===== src/rtl/ioctl_upload_server.sv =====
// HPS upload server: pauses the core and answers ioctl_rd byte reads from a variable-latency memory port.
// Latency: 2+ cycles from rd strobe to data, ioctl_wait stalls the HPS meanwhile; out-of-range reads answer FILL in 1 cycle.
module ioctl_upload_server #(
  parameter int         AW      = 12,
  parameter int         SIZE    = 4096,
  parameter logic [7:0] INDEX   = 8'd4,
  parameter logic [7:0] FILL    = 8'hFF,
  parameter int         TIMEOUT = 255
) (
  input  logic          clk_sys,
  input  logic          reset_n,
  input  logic          ioctl_upload,
  input  logic [7:0]    ioctl_index,
  input  logic          ioctl_rd,
  input  logic [24:0]   ioctl_addr,
  output logic [7:0]    ioctl_din,
  output logic          ioctl_wait,
  output logic          pause_req,
  input  logic          paused,
  output logic [AW-1:0] mem_addr,
  output logic          mem_rd,
  input  logic [7:0]    mem_data,
  input  logic          mem_valid,
  output logic          active,
  output logic          err
);

  typedef enum logic [1:0] {IDLE, PAUSING, READY, WAIT_MEM} state_t;

  localparam logic [24:0] SIZE_W  = 25'(SIZE);
  localparam logic [7:0]  TO_LAST = 8'(TIMEOUT - 1);

  state_t        state_q, state_d;
  logic          sel;
  logic          sel_q, sel_d;
  logic [7:0]    din_q, din_d;
  logic          wait_q, wait_d;
  logic          pause_req_q, pause_req_d;
  logic [AW-1:0] mem_addr_q, mem_addr_d;
  logic          mem_rd_q, mem_rd_d;
  logic          active_q, active_d;
  logic          err_q, err_d;
  logic [7:0]    cnt_q, cnt_d;

  assign sel = ioctl_upload && (ioctl_index == INDEX);

  always_comb begin
    state_d     = state_q;
    sel_d       = sel;
    din_d       = din_q;
    wait_d      = wait_q;
    pause_req_d = pause_req_q;
    mem_addr_d  = mem_addr_q;
    mem_rd_d    = 1'b0;
    active_d    = active_q;
    err_d       = err_q;
    cnt_d       = cnt_q;

    // Losing the session abandons everything except the sticky error.
    if (state_q != IDLE && !sel) begin
      state_d     = IDLE;
      pause_req_d = 1'b0;
      active_d    = 1'b0;
      wait_d      = 1'b0;
    end else begin
      case (state_q)
        IDLE: begin
          if (sel && !sel_q) begin
            state_d     = PAUSING;
            pause_req_d = 1'b1;
            active_d    = 1'b1;
            wait_d      = 1'b1;
            err_d       = 1'b0;
          end
        end
        PAUSING: begin
          if (ioctl_rd) err_d = 1'b1;
          if (paused) begin
            state_d = READY;
            wait_d  = 1'b0;
          end
        end
        READY: begin
          if (!paused) err_d = 1'b1;
          if (ioctl_rd) begin
            if (ioctl_addr < SIZE_W) begin
              mem_addr_d = ioctl_addr[AW-1:0];
              mem_rd_d   = 1'b1;
              wait_d     = 1'b1;
              cnt_d      = 8'd0;
              state_d    = WAIT_MEM;
            end else begin
              din_d = FILL;
            end
          end
        end
        WAIT_MEM: begin
          if (!paused || ioctl_rd) err_d = 1'b1;
          cnt_d = cnt_q + 8'd1;
          // Data arriving on the timeout cycle still counts as a good read.
          if (mem_valid) begin
            din_d   = mem_data;
            wait_d  = 1'b0;
            state_d = READY;
          end else if (cnt_q == TO_LAST) begin
            din_d   = FILL;
            wait_d  = 1'b0;
            err_d   = 1'b1;
            state_d = READY;
          end
        end
        default: state_d = IDLE;
      endcase
    end
  end

  always_ff @(posedge clk_sys or negedge reset_n) begin
    if (!reset_n) begin
      state_q     <= IDLE;
      sel_q       <= 1'b0;
      din_q       <= 8'd0;
      wait_q      <= 1'b0;
      pause_req_q <= 1'b0;
      mem_addr_q  <= '0;
      mem_rd_q    <= 1'b0;
      active_q    <= 1'b0;
      err_q       <= 1'b0;
      cnt_q       <= 8'd0;
    end else begin
      state_q     <= state_d;
      sel_q       <= sel_d;
      din_q       <= din_d;
      wait_q      <= wait_d;
      pause_req_q <= pause_req_d;
      mem_addr_q  <= mem_addr_d;
      mem_rd_q    <= mem_rd_d;
      active_q    <= active_d;
      err_q       <= err_d;
      cnt_q       <= cnt_d;
    end
  end

  assign ioctl_din  = din_q;
  assign ioctl_wait = wait_q;
  assign pause_req  = pause_req_q;
  assign mem_addr   = mem_addr_q;
  assign mem_rd     = mem_rd_q;
  assign active     = active_q;
  assign err        = err_q;

endmodule


===== config.mk =====
export PLATFORM = sky130hd
export DESIGN_NAME = ioctl_upload_server
export DESIGN_NICKNAME = d
export VERILOG_FILES = /design/src/rtl/ioctl_upload_server.sv
export SDC_FILE = /design/constraint.sdc
export NUM_CORES = 1
export LEC_CHECK = 0
export CORE_MARGIN = 4
export CORE_UTILIZATION = 32
export DETAILED_ROUTE_END_ITERATION = 16
export DONT_BUFFER_PORTS = 1
export GPL_ROUTABILITY_DRIVEN = 0
export PLACE_DENSITY = 0.54
export RECOVER_POWER = 25
export SLEW_MARGIN = 20
export SYNTH_ARGS = -nofsm -noshare
export SYNTH_HDL_FRONTEND = slang
export SYNTH_SLANG_ARGS = --single-unit

===== constraint.sdc =====
create_clock -name clk_sys -period 2.2 [get_ports clk_sys]
set_clock_uncertainty 0.05 [all_clocks]
set_input_delay 0.66 -clock clk_sys [delete_from_list [all_inputs] [get_ports clk_sys]]
set_output_delay 0.66 -clock clk_sys [all_outputs]
set_load 0.01 [all_outputs]

==> flow_summary.toml, run 1 <==
[finish]
fill_cells = 530
drive_gt1_share_pct = 22.0
diodes = 0
area_growth_pct = 15.5
nNetsFinal = 235
design_area_um2 = 2100

[sta]
fmax_mhz = 472
finalCriticalPeriod_ns = 2.12
worst_slew_pin_slew_ns = 1.30
max-slew-margin-rel_pct = 13.3
finalHoldViolCount = 0
rsz0062_at_grt = "yes"
slew_violations = 0
holdWs_ns = 0.468
setup_viol = 0
period_share_pct = 96.3

[clocking]
cts-buffers-inserted = 5
clock-sinks = 35
tritoncts = "built"
cts_root_buf = "clkbuf_8"
clk_latency_ns = 0.29
path_clk_slew_ns = 0.08
clockBufferDepth = 2
htree_levels = 2

[pwr]
p_total_mw = 1.29
power.density_nw_per_um2 = 614
combPwrFrac_pct = 4.4
leakage_nw = 0.999
p_clk_share_pct = 44.8
vdd_drop_max_uv = 237
switchingPower_uw = 285
seqPwrFrac_pct = 50.7
swShare_pct = 22.1
p_int_mw = 1.01

[synthesis]
ys_types = 37
synth_cells = 169
avgSynthCellArea_um2 = 10.8
synth_nets = 223
seq_area_frac_synth_pct = 48.1
syn-cell-area_um2 = 1820
ys_ff_latch = 35
yosys_warnings = 0

[routing]
ant_nets = 0
wl_per_cell_um = 15.8
routed_wl_um = 4010
dr.pass1.iters = 4
drtIter0Drc = 69
dr_total_vias = 1296
vias_per_cell = 5.10
drc = 0

[floorplan]
die_area_um2 = 6960
io_pins = 72
rows = 27
die_w_um = 83.4
core_area_um2 = 5510
die_y_um = 83.4
start_util_pct = 33.1

[setup_path]
crit_type = "flop to flop"
end_kind = "flop"
cpMaxStageDelayCell = "or4_1"
worstPathMaxFanout = 5
required_ns = 2.37
cp.arrival_ns = 2.29
slowest_delay_ns = 0.48
startpoint_type = "flop"
crit_path_cell_trace = "inv_2 -> ha_1 -> and4bb_2 -> nand4_4 -> a21o_4 -> or4_1 -> a21oi_2"

[grt]
grt_first_pass_wirelength_um = 6690
grt_overflow = 0
first_global_vias = 1296
antenna_found_initial = 0
grt_usage_pct = 11.9
grt_max_degree = 28

[run_status]
status = "completed"

[worst_hold_path]
hp-class = "primary input to flop"

[place]
dp_hpwl_um = 2950
numPortBuffers = 0
postPlaceCellArea_um2 = 1940

[run]
maxCapViolCount = 0
-- worst max-delay path: cells and delay by family, from the launching register on --
| kind | cells | cell delay, ns |
|---|---|---|
| AOI/OAI and AO/OA | 2 | 0.42 |
| adders and majority gates | 1 | 0.16 |
| buffers and inverters | 1 | 0.09 |
| DFF | 1 | 0.42 |
| and+or+nand+nor | 3 | 0.89 |
-- cell usage after synthesis (all sizes together) --
master	instances	area, um^2
nand2b	2	12.5
a2111oi	1	10.0
nor4	3	48.8
nand4	3	25.0
or3	4	25.0
and4	1	8.76
xnor2	1	8.76
a31oi	2	27.5
dfrtp	35	876
or3b	1	8.76
nor3	3	30.0
nand2	12	45.0
or4	1	7.51
o211ai	1	7.51
buf	4	22.5
nor2b	1	6.26
ha	7	87.6
nor3b	2	15.0
and4bb	2	25.0
nor2	15	56.3
nand3	5	25.0
o2bb2ai	3	26.3
mux2i	8	80.1
inv	16	60.1
mux2	13	146
o22ai	1	6.26
a41oi	1	8.76
a21oi	7	35.0
a21o	1	7.51
o31ai	2	15.0
or2	1	6.26
o21ai	10	50.1
-- cell type report --
class                           instances  area (um^2)  area share (%)
Timing Repair Buffer                    8         73.8            3.51
Tap cell                               72         90.1            4.28
Clock inverter                          3         43.8            2.08
Sequential cell                        35          876            41.6
Inverter                               16         60.1            2.86
Clock buffer                            5         68.8            3.27
Multi-Input combinational cell        115          891            42.4
-- power by group through the flow --
| stage | clock network, mW | logic, mW | registers [mW] |
|---|---|---|---|
| 5_1_grt | 0.628 | 0.0658 | 0.656 |
| 2_1_floorplan | 0 | 0.0368 | 0.666 |
| 3_3_place_gp | 0 | 0.0398 | 0.669 |
| 4_1_cts | 0.600 | 0.0455 | 0.656 |
| 3_5_place_dp | 0 | 0.0401 | 0.669 |
| 6_report | 0.579 | 0.0573 | 0.656 |
-- cell families (layout without fill, tap and decap cells) --
kind of cell	Yosys count	after routing	share of synthesized area (%)
AO/OA/AOI/OAI	29	30	10.7
XOR/XNOR	1	1	0.481
flip-flops	35	35	48.1
multiplexers	21	21	12.4
buffers and inverters	20	32	4.54
adder cells (fa/ha/maj)	7	7	4.81
AND/OR/NAND/NOR	56	56	19.0
-- sequential cells by signal (all words and copies together) (netlist names) --
register	count
active	1
cnt_q	8
err	1
ioctl_din	8
ioctl_wait	1
mem_addr	12
mem_rd	1
sel_q	1
state_q	2
-- layer usage --
layer | vias to the layer above | share of wire (%) | track usage (%) | routed length, um
li1 | 621 | - | - | -
met1 | 607 | 43 | 15.1 | 1720
met2 | 63 | 43 | 17.3 | 1730
met3 | 5 | 13 | 6.55 | 510
met4 | 0 | 1.1 | 3.51 | 43
met5 | - | 0 | 0 | 0
-- cells in the final DEF, fill, tap and decap left out, drive strengths merged, types with 4 or more instances in the layout --
cell | netlist | routed
dfrtp | 35 | 35
inv | 16 | 16
nor2 | 15 | 15
mux2 | 13 | 13
nand2 | 12 | 12
o21ai | 10 | 10
mux2i | 8 | 8
ha | 7 | 7
a21oi | 7 | 7
clkbuf | 0 | 6
nand3 | 5 | 5
buf | 4 | 5
or3 | 4 | 4
-- through the flow --
| step | util [%] | worst slack [ns] | instances | setup TNS [ns] |
|---|---|---|---|---|
| CTS | 37.4 | 0.0733 | 251 | 0 |
| global route | 38.2 | -0.0109 | 254 | -0.0109 |
| floorplan | - | 0.106 | 169 | 0 |
| detailed placement | 35.2 | 0.0383 | 242 | 0 |
| global placement | 35.2 | 0.0559 | 242 | 0 |
| finish | 38.2 | 0.0818 | 254 | 0 |
-- repair_timing --
action                                 in CTS  in global routing
gates resized for setup                     0                  6
buffers inserted                            0                  0
setup endpoints to repair                   0                  3
endpoints found under the hold margin       9                 23
hold buffers                                1                  2
-- worst paths after layout --
check                                       start                        to  slack [ns]  cells after the start
min                                 ioctl_addr[7]   mem_addr[7]$_DFFE_PN0P_        0.47                      1
max                        state_q[0]$_DFFE_PN0P_      cnt_q[5]$_DFFE_PN0P_        0.08                      7
max reg2reg                state_q[0]$_DFFE_PN0P_      cnt_q[5]$_DFFE_PN0P_        0.08                      7
min in group asynchronous                 reset_n  ioctl_din[2]$_DFFE_PN0P_        0.59                      1
min reg2reg                  cnt_q[7]$_DFFE_PN0P_      cnt_q[7]$_DFFE_PN0P_        0.50                      2
max in group asynchronous                 reset_n           sel_q$_DFF_PN0_        0.74                      1
Note: power is estimated with default switching activity, not from simulation.
==> inputs of run 2 (changes only) <==
CORE_UTILIZATION = 56   (was 32)
PLACE_DENSITY = 0.74   (was 0.54)
clock period = 1.9 ns   (was 2.2 ns; I/O delays follow)
==> run 2 against run 1 <==
The flow now finishes with violations (negative setup slack). First-iteration DRC count up 25%. Design area up 3.5%. Register-to-register slack worse by 0.15 ns. Worst hold slack worse by 0.15 ns. Power up 6.8%. Setup slack worse by 0.15 ns. Sequential cell count unchanged. Global-route usage up 9.3 points. Non-clock buffer count up 9. Sequential power up 16%. Count of clock-buffer cells in the layout unchanged. Highest routed layer unchanged.
==> flow_summary.toml, run 2 (synthesized netlist as in run 1, its figures left out) <==
[run_status]
status = "finished, violations left"
violations = "negative setup slack"

[setup_path]
cp.arrival_ns = 2.20
rr_startpoint = "state_q[0]$_DFFE_PN0P_"
startpoint_type = "flop"
r2r-end = "cnt_q[5]$_DFFE_PN0P_"
end_kind = "flop"
rrSetupSlack_ns = -0.07
crit_type = "flop to flop"
required_ns = 2.13
worstPathMaxFanout = 6
reg2reg_depth = 7

[floorplan]
die_area_um2 = 4230
start_util_pct = 59.1
die_w_um = 65.0
rows = 20
die_y_um = 65.0
io_pins = 72
core_area_um2 = 3080

[pwr]
power.density_nw_per_um2 = 635
vdd_drop_max_uv = 345
leakage_nw = 1.03

[clocking]
cts-buffers-inserted = 5
clk_latency_ns = 0.34
clockBufferDepth = 2
path_clk_slew_ns = 0.11
htree_levels = 2
cts_root_buf = "clkbuf_4"
clock-sinks = 35
tritoncts = "built"

[finish]
nNetsFinal = 243
stdcell_count = 234
layout_common_cells = "dfrtp_1 (35), nor2_1 (15), inv_1 (14), mux2_2 (13), buf_4 (13)"
largest_reg_flops = 12
layout_commonest_cell = "dfrtp_1"
diodes = 0
drive_gt1_share_pct = 34.2
area_growth_pct = 19.5

[routing]
ant_nets = 0
dr.pass1.iters = 4
dr_total_vias = 1381
drc = 0
vias_per_cell = 5.90
drtIter0Drc = 86
routed_wl_um = 4270
wl_per_cell_um = 18.3

[sta]
fmax_mhz = 508
finalCriticalPeriod_ns = 1.97
max-slew-margin-rel_pct = 44.5
slew_violations = 0
setup_viol = 3
period_share_pct = 104
worst_slew_pin_slew_ns = 0.833
rsz0062_at_grt = "yes"
finalHoldViolCount = 0
fin_ws_ns = -0.0676

[place]
dp_slack_ns = -0.205
dp_hpwl_um = 3120
numPortBuffers = 0
place_inst = 221

[worst_hold_path]
hp-class = "primary input to flop"
hold_start = "ioctl_addr[9]"
worstHoldPathCells = 1
hold_path_end = "mem_addr[9]$_DFFE_PN0P_"

[grt]
grt_overflow = 0
first_global_vias = 1440
antenna_found_initial = 0
grt_usage_pct = 21.2
grt_first_pass_wirelength_um = 6780
grt_max_degree = 36

[run]
maxCapViolCount = 0
-- run 2: changes by cell type in the layout (fill, tap and decap cells not counted), moves of 3 or more --
| cell | delta |
|---|---|
| o21ai_1 | +4 |
| clkbuf_8 | -5 |
| a21oi_1 | -4 |
| buf_4 | +9 |
| ha_4 | +3 |
| o21ai_0 | -5 |
| ha_1 | -3 |
| a21oi_2 | +4 |
| clkbuf_4 | +5 |
-- run 2: where the power goes --
group / internal (mW) / switching (mW) / leakage (nW)
clock: 0.277 / 0.258 / 0.0452
sequential: 0.750 / 0.00852 / 0.447
combinational: 0.0379 / 0.0489 / 0.541
-- run 2: metrics by stage --
step | hold slack [ns] | TNS, ns | area [um^2] | utilization, % | total power [mW]
after floorplan | 0.224 | -0.685 | 1830 | - | 0.815
after global placement | 0.225 | -1.20 | 1960 | 63.6 | 0.829
after detailed placement | 0.225 | -3.28 | 1960 | 63.6 | 0.833
after CTS | 0.312 | -0.0167 | 2130 | 69.3 | 1.39
after global routing | 0.286 | -0.687 | 2180 | 70.7 | 1.45
final | 0.321 | -0.147 | 2180 | 70.7 | 1.38
-- run 2: layout make-up --
type	instances	area, um^2
multi-input cells	114	968
fillers	221	902
flip-flops and latches	35	876
repair buffers	17	135
inverters	16	60.1
well taps	44	55.1
clock inverters	3	43.8
clock buffers	5	37.5
-- run 2: routing by layer --
metal	vias up	global-route usage (%)	share of wire (%)
met4	0	5.44	0.87
met2	66	38.1	53
li1	636	-	-
met1	675	24.6	38
met3	4	6.41	7.9
met5	-	0	0
-- run 2: worst max path at each step --
stage / start / end / slack [ns] / depth (start not counted)
finish: state_q[0]$_DFFE_PN0P_ / cnt_q[5]$_DFFE_PN0P_ / -0.07 / 7
global placement: ioctl_addr[23] / cnt_q[5]$_DFFE_PN0P_ / -0.13 / 5
detailed placement: ioctl_addr[23] / cnt_q[2]$_DFFE_PN0P_ / -0.21 / 6
global route: state_q[0]$_DFFE_PN0P_ / cnt_q[5]$_DFFE_PN0P_ / -0.16 / 7
floorplan: ioctl_addr[23] / mem_addr[10]$_DFFE_PN0P_ / -0.06 / 5
CTS: state_q[0]$_DFFE_PN0P_ / cnt_q[5]$_DFFE_PN0P_ / -0.01 / 7
-- run 2: worst max-delay path: stages (launching register included) --
cell	delay, ns
dfrtp_1	0.41
inv_2	0.09
ha_4	0.13
and4bb_1	0.21
nand4_2	0.16
a21o_4	0.27
or4_4	0.48
a21oi_2	0.12
-- run 2: what timing repair did --
action                                  CTS  global route
resized for setup                         8            22
hold buffers                              2             0
pin swaps                                 4             4
hold endpoints to repair                 35             0
endpoints found under the setup margin   18            31
setup buffers                             3             0
gates cloned                              0             1
==> inputs of run 3 (changes only) <==
CORE_ASPECT_RATIO = 0.5   (was unset)
==> run 3 against run 2 <==
The flow now finishes without violations. Register-to-register slack better by 0.07 ns. Critical path depth increased by 1. Design area is 3.9% lower. Non-clock buffer count fell by 7. Count of clock-buffer cells in the layout unchanged. Combinational power down 19%. Core utilization decreased by 2.1 points. First-iteration DRC count is 4.7% lower. Sequential cell count did not move. Worst hold slack improved by 0.0097 ns. Fmax grew 3.9%. Via count is 5.9% lower.
==> flow_summary.toml, run 3 (synthesized netlist as in run 1, its figures left out) <==
[floorplan]
die_area_um2 = 4280
die_y_um = 48.3
core_area_um2 = 3050
io_pins = 72
start_util_pct = 59.7
rows = 14
die_w_um = 88.6

[sta]
rsz0062_at_grt = "yes"
fin_ws_ns = 0.00632
finalCriticalPeriod_ns = 1.89
worst_slew_pin_slew_ns = 0.848
setup_viol = 0
finalHoldViolCount = 0
holdWs_ns = 0.331
slew_violations = 0
fmax_mhz = 528
fin_setup_tns_ns = 0
period_share_pct = 99.7
max-slew-margin-rel_pct = 43.5

[routing]
vias_per_cell = 5.83
dr_total_vias = 1299
drc = 0
ant_nets = 0
wl_per_cell_um = 16.2
drtIter0Drc = 82
dr.pass1.iters = 4
routed_wl_um = 3610

[finish]
layout_common_cells = "dfrtp_1 (34), inv_1 (15), nor2_1 (15), mux2_2 (13), nand2_1 (12)"
layout_commonest_cell = "dfrtp_1"
diodes = 0
drive_gt1_share_pct = 27.3
largest_reg_flops = 12
area_growth_pct = 14.8
fin_util_pct = 68.6
design_area_um2 = 2090
stdcell_count = 223
nNetsFinal = 236

[place]
place_inst = 213
dp_hpwl_um = 2760
postPlaceCellArea_um2 = 1910
dp_slack_ns = -0.190
numPortBuffers = 0

[clocking]
clk_latency_ns = 0.28
path_clk_slew_ns = 0.08
htree_levels = 2
cts-buffers-inserted = 5
tritoncts = "built"
clock-sinks = 35
clockBufferDepth = 2
cts_root_buf = "clkbuf_8"

[setup_path]
required_ns = 2.06
cp.arrival_ns = 2.05
crit_type = "flop to flop"
startpoint_type = "flop"
end_kind = "flop"
worstPathMaxFanout = 8

[grt]
grt_overflow = 0
first_global_vias = 1296
grt_max_degree = 36
antenna_found_initial = 0
grt_usage_pct = 17.6
grt_first_pass_wirelength_um = 5820

[worst_hold_path]
hp-class = "primary input to asynchronous set/reset pin"

[run_status]
status = "completed"

[pwr]
vdd_drop_max_uv = 496
leakage_nw = 1.00
p_total_mw = 1.49
power.density_nw_per_um2 = 714

[run]
maxCapViolCount = 0
## run 3: cell types whose count changed in the layout (fill, tap and decap cells not counted), sizes merged
cell	change
buf	-6
dlygate4sd3	-1
## run 3: layout make-up
type,instances,area [um^2]
fillers,232,957
multi-input cells,114,907
flip-flops and latches,35,877
repair buffers,10,83.8
clock buffers,5,68.8
inverters,16,60.1
well taps,40,50.0
clock inverters,3,43.8
## run 3: path summary, 6_finish.rpt
path	startpoint	end	slack, ns	cells past startpoint
max	state_q[0]$_DFFE_PN0P_	cnt_q[2]$_DFFE_PN0P_	0.006	8
min	reset_n	mem_rd$_DFF_PN0_	0.33	1
max reg2reg	state_q[0]$_DFFE_PN0P_	cnt_q[2]$_DFFE_PN0P_	0.006	8
min reg2reg	cnt_q[7]$_DFFE_PN0P_	cnt_q[7]$_DFFE_PN0P_	0.51	2
max in group asynchronous	reset_n	state_q[1]$_DFFE_PN0P_	0.89	1
min in group clk_sys	ioctl_addr[9]	mem_addr[9]$_DFFE_PN0P_	0.39	1
## run 3: worst max-delay path, stage by stage, from the launching register on
cell,delay [ns]
dfrtp_1,0.40
inv_2,0.09
ha_4,0.13
and4bb_1,0.19
nand4_2,0.15
a21o_4,0.27
buf_6,0.12
or3_1,0.30
a21oi_1,0.12
## run 3: where the power goes
| part | internal (mW) | switching, mW | leakage (nW) | total (mW) |
|---|---|---|---|---|
| combinational | 0.0278 | 0.0425 | 0.497 | 0.0702 |
| clock | 0.390 | 0.272 | 0.0581 | 0.663 |
| sequential | 0.750 | 0.00822 | 0.445 | 0.759 |
## run 3: repair_timing
action                                  4_1_cts  5_1_grt
setup buffers                                 0        1
endpoints found under the setup margin        8       29
gates resized for setup                       4        8
hold endpoints to repair                     35        0
pin swaps                                     6        6
hold buffers                                  1        0
## run 3: metal layers
layer | track usage (%) | wire, um
met5 | 0 | 0
met4 | 5.28 | 41
met3 | 7.46 | 323
met2 | 28.6 | 1690
met1 | 21.3 | 1560
